--- src/rtl/srio_pkg.sv ---
// Shared SRIO constants, arbiter state encoding and a small index-width helper.
package srio_pkg;

  localparam logic [3:0] FTYPE_DOORB = 4'hA;
  localparam logic [3:0] FTYPE_NWR   = 4'h5;
  localparam logic [3:0] TTYPE_NWR   = 4'h4;

  localparam int TDATA_W = 64;
  localparam int TKEEP_W = 8;
  localparam int TUSER_W = 32;

  typedef enum logic {
    ARB_IDLE = 1'b0,
    ARB_PKT  = 1'b1
  } arb_state_e;

  function automatic int idx_w(input int n);
    return (n > 1) ? $clog2(n) : 1;
  endfunction

endpackage

--- src/rtl/ireq_arbiter_rr_pick.sv ---
// rr_pick: combinational round-robin priority encoder; first set request at or above i_ptr, wrapping.
module rr_pick
  import srio_pkg::*;
#(
  parameter int N = 2,
  parameter int W = idx_w(N)
) (
  input  logic [N-1:0] i_req,
  input  logic [W-1:0] i_ptr,
  output logic [N-1:0] o_grant,
  output logic [W-1:0] o_idx,
  output logic         o_any
);

  logic [N-1:0] w_rot;
  logic [W:0]   w_sum;

  // rotate so that bit 0 is the requester the pointer names
  assign w_rot = N'({i_req, i_req} >> i_ptr);

  always_comb begin
    o_any = |i_req;
    w_sum = '0;
    for (int k = N - 1; k >= 0; k--) begin
      if (w_rot[k]) w_sum = {1'b0, i_ptr} + (W + 1)'(k);
    end
    if (w_sum >= (W + 1)'(N)) w_sum = w_sum - (W + 1)'(N);
    o_idx   = w_sum[W-1:0];
    o_grant = o_any ? (N'(1) << o_idx) : '0;
  end

endmodule

--- src/rtl/ireq_arbiter.sv ---
// Packet-level round-robin arbiter sharing the SRIO ireq AXI-Stream channel between NUM_REQ requesters.
// Optional stall watchdog enabled by defining IREQ_ARB_WDOG_EN.
module ireq_arbiter
  import srio_pkg::*;
#(
  parameter int NUM_REQ     = 2,
  parameter int PKT_CNT_W   = 16,
  parameter int WDOG_CYCLES = 1024
) (
  input  logic                       log_clk,
  input  logic                       log_rst,
  input  logic [NUM_REQ-1:0]         req_tvalid_in,
  output logic [NUM_REQ-1:0]         req_tready_o,
  input  logic [NUM_REQ-1:0]         req_tlast_in,
  input  logic [TDATA_W*NUM_REQ-1:0] req_tdata_in,
  input  logic [TKEEP_W*NUM_REQ-1:0] req_tkeep_in,
  input  logic [TUSER_W*NUM_REQ-1:0] req_tuser_in,
  output logic                       ireq_tvalid_o,
  input  logic                       ireq_tready_in,
  output logic                       ireq_tlast_o,
  output logic [TDATA_W-1:0]         ireq_tdata_o,
  output logic [TKEEP_W-1:0]         ireq_tkeep_o,
  output logic [TUSER_W-1:0]         ireq_tuser_o,
  output logic [NUM_REQ-1:0]         grant_o,
  output logic                       busy_o,
  output logic [PKT_CNT_W-1:0]       pkt_cnt_o,
  output logic                       wdog_err_o
);

  localparam int IW = idx_w(NUM_REQ);

  if (NUM_REQ < 2 || NUM_REQ > 8 || WDOG_CYCLES < 2) begin : g_bad_param
    $error("ireq_arbiter: NUM_REQ must be 2..8 and WDOG_CYCLES at least 2");
  end

  arb_state_e           r_state, w_next;
  logic [NUM_REQ-1:0]   r_grant;
  logic [IW-1:0]        r_gidx, r_ptr, w_ptr_next;
  logic [PKT_CNT_W-1:0] r_pkt_cnt;
  logic [NUM_REQ-1:0]   w_pick_grant;
  logic [IW-1:0]        w_pick_idx;
  logic                 w_pick_any;
  logic                 w_acc, w_last_acc, w_wdog_fire;

  rr_pick #(.N(NUM_REQ), .W(IW)) u_pick (
    .i_req   (req_tvalid_in),
    .i_ptr   (r_ptr),
    .o_grant (w_pick_grant),
    .o_idx   (w_pick_idx),
    .o_any   (w_pick_any)
  );

  assign w_acc      = ireq_tvalid_o & ireq_tready_in;
  assign w_last_acc = w_acc & ireq_tlast_o;
  assign w_ptr_next = (r_gidx == IW'(NUM_REQ - 1)) ? '0 : r_gidx + IW'(1);

  always_ff @(posedge log_clk) begin
    if (log_rst) r_state <= ARB_IDLE;
    else         r_state <= w_next;
  end

  always_comb begin
    w_next = r_state;
    case (r_state)
      ARB_IDLE: if (w_pick_any) w_next = ARB_PKT;
      ARB_PKT:  if (w_last_acc || w_wdog_fire) w_next = ARB_IDLE;
      default:  w_next = ARB_IDLE;
    endcase
  end

  // grant is latched only in IDLE, so it cannot move while a beat is pending
  always_ff @(posedge log_clk) begin
    if (log_rst) begin
      r_grant   <= '0;
      r_gidx    <= '0;
      r_ptr     <= '0;
      r_pkt_cnt <= '0;
    end else begin
      if (r_state == ARB_IDLE && w_pick_any) begin
        r_grant <= w_pick_grant;
        r_gidx  <= w_pick_idx;
      end
      if (r_state == ARB_PKT && (w_last_acc || w_wdog_fire)) begin
        r_grant <= '0;
        r_ptr   <= w_ptr_next;
      end
      if (r_state == ARB_PKT && w_last_acc) r_pkt_cnt <= r_pkt_cnt + PKT_CNT_W'(1);
    end
  end

  always_comb begin
    req_tready_o  = '0;
    ireq_tvalid_o = 1'b0;
    ireq_tlast_o  = 1'b0;
    ireq_tdata_o  = '0;
    ireq_tkeep_o  = '0;
    ireq_tuser_o  = '0;
    if (r_state == ARB_PKT) begin
      for (int i = 0; i < NUM_REQ; i++) begin
        if (r_grant[i]) begin
          req_tready_o[i] = ireq_tready_in;
          ireq_tvalid_o   = req_tvalid_in[i];
          ireq_tlast_o    = req_tlast_in[i];
          ireq_tdata_o    = req_tdata_in[i*TDATA_W +: TDATA_W];
          ireq_tkeep_o    = req_tkeep_in[i*TKEEP_W +: TKEEP_W];
          ireq_tuser_o    = req_tuser_in[i*TUSER_W +: TUSER_W];
        end
      end
    end
  end

  assign grant_o   = r_grant;
  assign busy_o    = (r_state == ARB_PKT);
  assign pkt_cnt_o = r_pkt_cnt;

`ifdef IREQ_ARB_WDOG_EN
  localparam int WDW = $clog2(WDOG_CYCLES + 1);

  logic [WDW-1:0] r_stall;
  logic           r_wdog_err;

  // fires on the WDOG_CYCLES-th consecutive cycle without an accepted beat
  assign w_wdog_fire = (r_state == ARB_PKT) && !w_acc && (r_stall == WDW'(WDOG_CYCLES - 1));

  always_ff @(posedge log_clk) begin
    if (log_rst) begin
      r_stall    <= '0;
      r_wdog_err <= 1'b0;
    end else begin
      r_wdog_err <= w_wdog_fire;
      if (r_state != ARB_PKT || w_acc || w_wdog_fire) r_stall <= '0;
      else                                            r_stall <= r_stall + WDW'(1);
    end
  end

  assign wdog_err_o = r_wdog_err;
`else
  assign w_wdog_fire = 1'b0;
  assign wdog_err_o  = 1'b0;
`endif

endmodule

--- config.mk ---
export PLATFORM = sky130hd
export DESIGN_NAME = ireq_arbiter
export DESIGN_NICKNAME = d
export VERILOG_FILES = /design/src/rtl/srio_pkg.sv /design/src/rtl/ireq_arbiter_rr_pick.sv /design/src/rtl/ireq_arbiter.sv
export SDC_FILE = /design/constraint.sdc
export NUM_CORES = 1
export LEC_CHECK = 0
export CELL_PAD_IN_SITES_DETAIL_PLACEMENT = 1
export CELL_PAD_IN_SITES_GLOBAL_PLACEMENT = 1
export CORE_AREA = 3 3 132 134
export DETAILED_ROUTE_END_ITERATION = 6
export DIE_AREA = 0 0 135 137
export PLACE_DENSITY = 0.88
export REMOVE_ABC_BUFFERS = 1
export SYNTH_ARGS = -nofsm -noshare
export SYNTH_HDL_FRONTEND = slang
export SYNTH_SLANG_ARGS = --single-unit
export TNS_END_PERCENT = 30
--- constraint.sdc ---
create_clock -name log_clk -period 2.6 [get_ports log_clk]
set_input_delay 0.39 -clock log_clk [delete_from_list [all_inputs] [get_ports log_clk]]
set_output_delay 0.39 -clock log_clk [all_outputs]
set_load 0.05 [all_outputs]
# Yosys cells after proc, flatten, opt, wreduce, memory -nomap -nowiden
# Index checks and enable logic that the tools add are counted.
[word_totals] ff_bits=21 latch_bits=0 mem_bits_rw=0 romBits=0 in_bits=215 out_inout_bits=128 wordCells=45 mem_count=0
[classes] n_addsub=4 mul=0 n_div=0 magnitude_cmp=1 n_eq_ne=0 shifts=2 n_mux=26 bitwise_logic=3 n_reduce_logical=4
[ops] operator="two-way mux 64 bit" count=3
[ops] operator="two-way mux 32 bit" count=3
[ops] operator="two-way mux 8 bit" count=3
[ops] operator="adder 16 x 1 -> 16 bit (second input constant)" count=1
[ops] operator="two-way mux 1 bit" count=12
[ops] operator="two-way mux 2 bit" count=4
[ops] operator="OR reduction 2 bit" count=2
[ops] operator="right shift 4 x 1 -> 2 bit" count=1
[ops] operator="adder 1 x 1 -> 2 bit (second input constant)" count=1
[ops] operator="AND 1 bit" count=2
[ops] operator=">= comparator 2 bit (second input constant)" count=1
[ops] operator="logical AND 1 bit" count=2
[ops] operator="one-hot mux 1 bit (2 select lines)" count=1
[ops] operator="<< shifter 1 x 1 -> 2 bit (first input constant)" count=1
[ops] operator="adder 1 bit (second input constant)" count=1
[ops] operator="NOT 1 bit" count=1
[ops] operator="subtractor 1 bit (second input constant)" count=1

# Logic depth before layout (Yosys ltp)
# Gate-level depths: netlist of run 1.
[logic_depth] ltp_word=7 ltp_mapped=7 depth_no_buf=5

# Cells and area by module
# From an unflattened synthesis of run 1, not the netlist that was laid out.
[unflattened] hier_cells=252 area_unflattened_um2=2083.2
[modules_own_cells] module="ireq_arbiter" instances=1 cells_each=247 area_per_inst_um2=2050.7 seq_area_each_um2=420.4
[modules_own_cells] module="rr_pick" instances=1 cells_each=5 area_per_inst_um2=32.5 seq_area_each_um2=0.0

# Least setup slack after synthesis of run 1
# OpenSTA, ideal clock, no wires.
[synth_timing] kind="reg-to-output" from="register r_state, in the netlist busy_o" to="output port ireq_tdata_o[43]" arrival_ps=2090 t_required_ps=2210 slack_ps=120 path_stages_with_launch=7 path_buffers=3 path_cell_list="dfxtp_1 buf_4 nand2_1 nor2_1 buf_2 buf_1 a22o_1"
[synth_via] elab_chain_len=1
[synth_lines] element="start, declared" line="ireq_arbiter.sv:36" text="arb_state_e r_state, w_next;"
[synth_lines] element="start signal, assigned" line="ireq_arbiter.sv:59" text="else r_state <= w_next;"
[synth_lines] element="two-way mux 64 bit" line="ireq_arbiter.sv:98" text="if (r_state == ARB_PKT) begin"
[synth_lines] element="end, declared" line="ireq_arbiter.sv:21" text="output logic [TDATA_W-1:0] ireq_tdata_o,"
# Every way passes these cells.

# Worst setup path after layout of run 1
[layout_timing] from="register r_state, in the netlist busy_o" to="output port ireq_tdata_o[14]"
# The elaborated chain is that of the path after synthesis.

==> results of run 1 <==
-- metrics by stage --
step	hold slack [ns]	utilization (%)	cell area (um^2)	worst slack [ns]
2_1_floorplan	0.421	-	1990	-2.68
3_3_place_gp	0.434	41.8	6860	0.406
3_5_place_dp	0.449	41.8	6860	0.332
4_1_cts	0.454	42.3	6940	0.215
5_1_grt	0.488	42.3	6940	0.0586
6_report	0.450	42.3	6940	0.251
-- tightest hold or removal path, stage by stage (launching register included) --
cell and delay [ns]:
dfxtp_1 0.31, nand2_1 0.05, a21oi_1 0.05
-- registers in the layout, indices dropped and copies added (netlist names) --
name       count
pkt_cnt_o     16
grant_o        2
busy_o         1
r_gidx         1
r_ptr          1
-- layout make-up --
cell class	count	area, um^2
Antenna cell	1	2.50
Sequential cell	21	420
Multi-Input combinational cell	207	1570
Inverter	4	15.0
Clock inverter	1	5.00
Clock buffer	3	75.1
Fill cell	1756	9460
Timing Repair Buffer	356	4580
Tap cell	220	275
-- how the worst min path moves through the flow --
stage | slack [ns] | depth (start not counted) | end
after floorplan | 0.42 | 2 | r_gidx$_SDFFE_PP0P_
after detailed placement | 0.45 | 2 | r_gidx$_SDFFE_PP0P_
after global placement | 0.43 | 2 | r_gidx$_SDFFE_PP0P_
after CTS | 0.45 | 2 | r_gidx$_SDFFE_PP0P_
after global routing | 0.49 | 2 | r_gidx$_SDFFE_PP0P_
final | 0.45 | 2 | r_gidx$_SDFFE_PP0P_
-- Yosys cell counts, types with 2 or more instances --
cell type  number  area [um^2]
a211oi_1        2         15.0
a21oi_1        16         80.1
a22o_1        104          911
and2_1          3         18.8
and3_1          5         31.3
and4_1          2         17.5
buf_1           3         11.3
buf_2          10         50.1
buf_4           4         30.0
clkbuf_1       13         48.8
dfxtp_1        21          420
inv_1           4         15.0
nand2_1        14         52.6
nand3_1         6         30.0
nand3b_1        2         15.0
nand4_1         2         12.5
nand4b_1        2         17.5
nand4bb_1       2         22.5
nor2_1          6         22.5
nor2b_1         3         18.8
nor3_1          3         15.0
nor4_1          2         12.5
o21ai_0         4         20.0
o31ai_1         5         37.5
o41ai_1         4         35.0
or2_2           2         12.5
or3_1           2         12.5
or4_1           4         30.0
-- where the power goes --
part | switching (uW) | total, uW | internal, uW | leakage [uW]
Clock | 121 | 327 | 207 | 0.0000409
Sequential | 9.97 | 336 | 326 | 0.000170
Combinational | 522 | 1160 | 638 | 0.00241
-- layer usage --
metal	track usage [%]	part of all wire, %
met1	20.5	36
met2	36.5	55
met3	4.89	7.0
met4	3.86	1.7
met5	0	0
-- kinds of logic after synthesis --
| group | count (synthesis) |
|---|---|
| adder cells (fa/ha/maj) | 1 |
| buffers and inverters | 35 |
| flip-flops | 21 |
| other | 1 |
| AND/OR/NAND/NOR | 64 |
| multiplexers | 2 |
| XOR/XNOR | 1 |
| AO/OA/AOI/OAI | 138 |
==> impl_metrics.csv, run 1 <==
group,metric,value,unit
hold_path,worst_hold_path_type,"reg2reg",
grt,via_count_of_the_first_global_routing_pass,3959,
critical_path,critPathMaxStageDelay,0.54,ns
layout,fraction_of_layout_instances_using_a_drive_strength_above_1,22.8,%
critical_path,worstPathCellList,"nand2_1 > nor2_4 > buf_12 > a22o_1 > buf_12",
cts,clk_root_buffer_cell,"clkbuf_16",
placement,dp_hpwl,16.7,mm
critical_path,crit_start,"busy_o$_SDFF_PP0_",
floorplanning,die-area,18500,um^2
logic_synthesis,synth.yosys.warnings,0,
routing,drt_drc_violations_left,0,
grt,grt_antenna_before_repair,1,
floorplanning,die_x,135,um
logic_synthesis,yosys.area_share.adder,0.583,%
routing,route.detailed.wl_per_inst,23.5,um
routing,vias_per_cell,4.65,
flow_run,timing.max_cap.violations,0,
critical_path,crit_buf_inv,2,
power_and_ir_drop,power.ir.vdd_worst,0.000368,V
sta,tightest_slew,0.632,ns
layout,layout.cells.non_filler,813,
routing,via_count,3782,
cts,cts_tree,"done",
sta,rsz0062_at_grt,"false",
layout,areaGrowthSynthToFinish,224,%
floorplanning,initial_utilization,13.1,%
layout,final_nets,809,
sta,setup_viols_final,0,
sta,clock-skew-final,0.00252,ns
cts,insertion_delay,0.25,ns
critical_path,rr_startpoint,"grant_o[1]$_SDFFE_PP0P_",
logic_synthesis,portion_of_the_post_synthesis_area_used_by_sequential_elements,19.6,%
logic_synthesis,ys_types,41,
floorplanning,fp.dieH,137,um
critical_path,worst_path_most_repeated_cell,"buf_12",
power_and_ir_drop,leakage,0.00262,uW
sta,final.min_clock_period,2.35,ns
logic_synthesis,synth_area,2140,um^2
sta,clock.fmax,426,MHz
routing,postRouteWirelength,19.1,mm
grt,globalRouteTotalUtil,18.8,%
routing,drt.antenna.violating_nets,0,
cts,number_of_h_tree_branching_levels,1,
logic_synthesis,post_synth_mux_area_share,0.992,%
logic_synthesis,synth_top_family_by_area,"compound AO/OA/AOI/OAI gates",
routing,drt_first_iter_violations,163,
floorplanning,boundaryPins,343,
cts,clock_sink_count,21,
critical_path,cp_startpoint_kind,"flop",
sta,min_period_over_period,90.3,%
cts,hold_buffers,0,
placement,place_congestion,0.828,
sta,max_slew_margin,57.9,%
sta,final-hold-violation-count,0,
hold_path,worstHoldStart,"r_gidx$_SDFFE_PP0P_",
logic_synthesis,synth.ff_latch_count,21,
critical_path,cell_with_the_biggest_individual_delay_on_the_critical_path,"dfxtp_1",
critical_path,critPathRequiredTime,2.21,ns
critical_path,timing.reg2reg.worst_path_depth,5,
grt,grt.overflow.total,0,
critical_path,critical_path.endpoint_type,"primary output",
placement,portBuffers,341,
power_and_ir_drop,power_per_unit_of_standard_cell_area,263,nW/um^2
cts,cts_setup_buffers,0,
logic_synthesis,post_synth.cell_area_avg,8.15,um^2
power_and_ir_drop,fin_total_pwr,1820,uW
floorplanning,placeable_core_area,16400,um^2
cts,cts_resizes,0,
critical_path,rrSetupSlack,0.53,ns
cts,cts_buffers,3,
critical_path,cell_family_with_the_largest_share_of_critical_path_delay,"flip-flops",
logic_synthesis,synth-simple-area-share,17.6,%
sta,timing.final.max_slew_violations,0,
logic_synthesis,synth_enable_flop_cells,0,
placement,dp_cells,808,
routing,detailedRoute.firstPassIterationCount,4,
critical_path,rr_endpoint,"pkt_cnt_o[8]$_SDFFE_PP0P_",
logic_synthesis,async_reset_ff_share,0,%
critical_path,critPathKind,"reg2out",
layout,final_cell_mix,"233 x clkdlybuf4s50_1, 106 x buf_12, 104 x a22o_1",
cts,clk_pin_slew,0.06,ns
critical_path,setup.worst_path.end,"ireq_tdata_o[14]",
floorplanning,core.rowCount,47,
critical_path,timing.critical_path.fanout_max,40,
cts,cts-root-to-sink-buffers,2,
grt,grt_pass1_wl,26.5,mm
sta,tns,0,ns
layout,layout_commonest_cell,"clkdlybuf4s50_1",
critical_path,critical_path_cell_count,5,
logic_synthesis,netlist_instances,263,
logic_synthesis,synthXorXnorAreaFrac,0.408,%
logic_synthesis,synthesized_area_fraction_occupied_by_ao_oa_aoi_and_oai_cells,52.9,%
critical_path,worst-endpoint-arrival,1.96,ns
grt,pin_count_of_the_biggest_net_entering_global_routing,41,
logic_synthesis,synthFlopType,"dfxtp_1",
outcome,run_status,"finished clean",
No activity file was read; power rests on OpenSTA's default activity.
==> inputs of run 2 (changes only) <==
--- a/config.mk
+++ b/config.mk
@@ -12,6 +12,7 @@
 export DIE_AREA = 0 0 135 137
 export PLACE_DENSITY = 0.88
 export REMOVE_ABC_BUFFERS = 1
+export SLEW_MARGIN = 5
 export SYNTH_ARGS = -nofsm -noshare
 export SYNTH_HDL_FRONTEND = slang
 export SYNTH_SLANG_ARGS = --single-unit
==> results of run 2 <==
Final layout, timing and power as in run 1 (identical DEF).
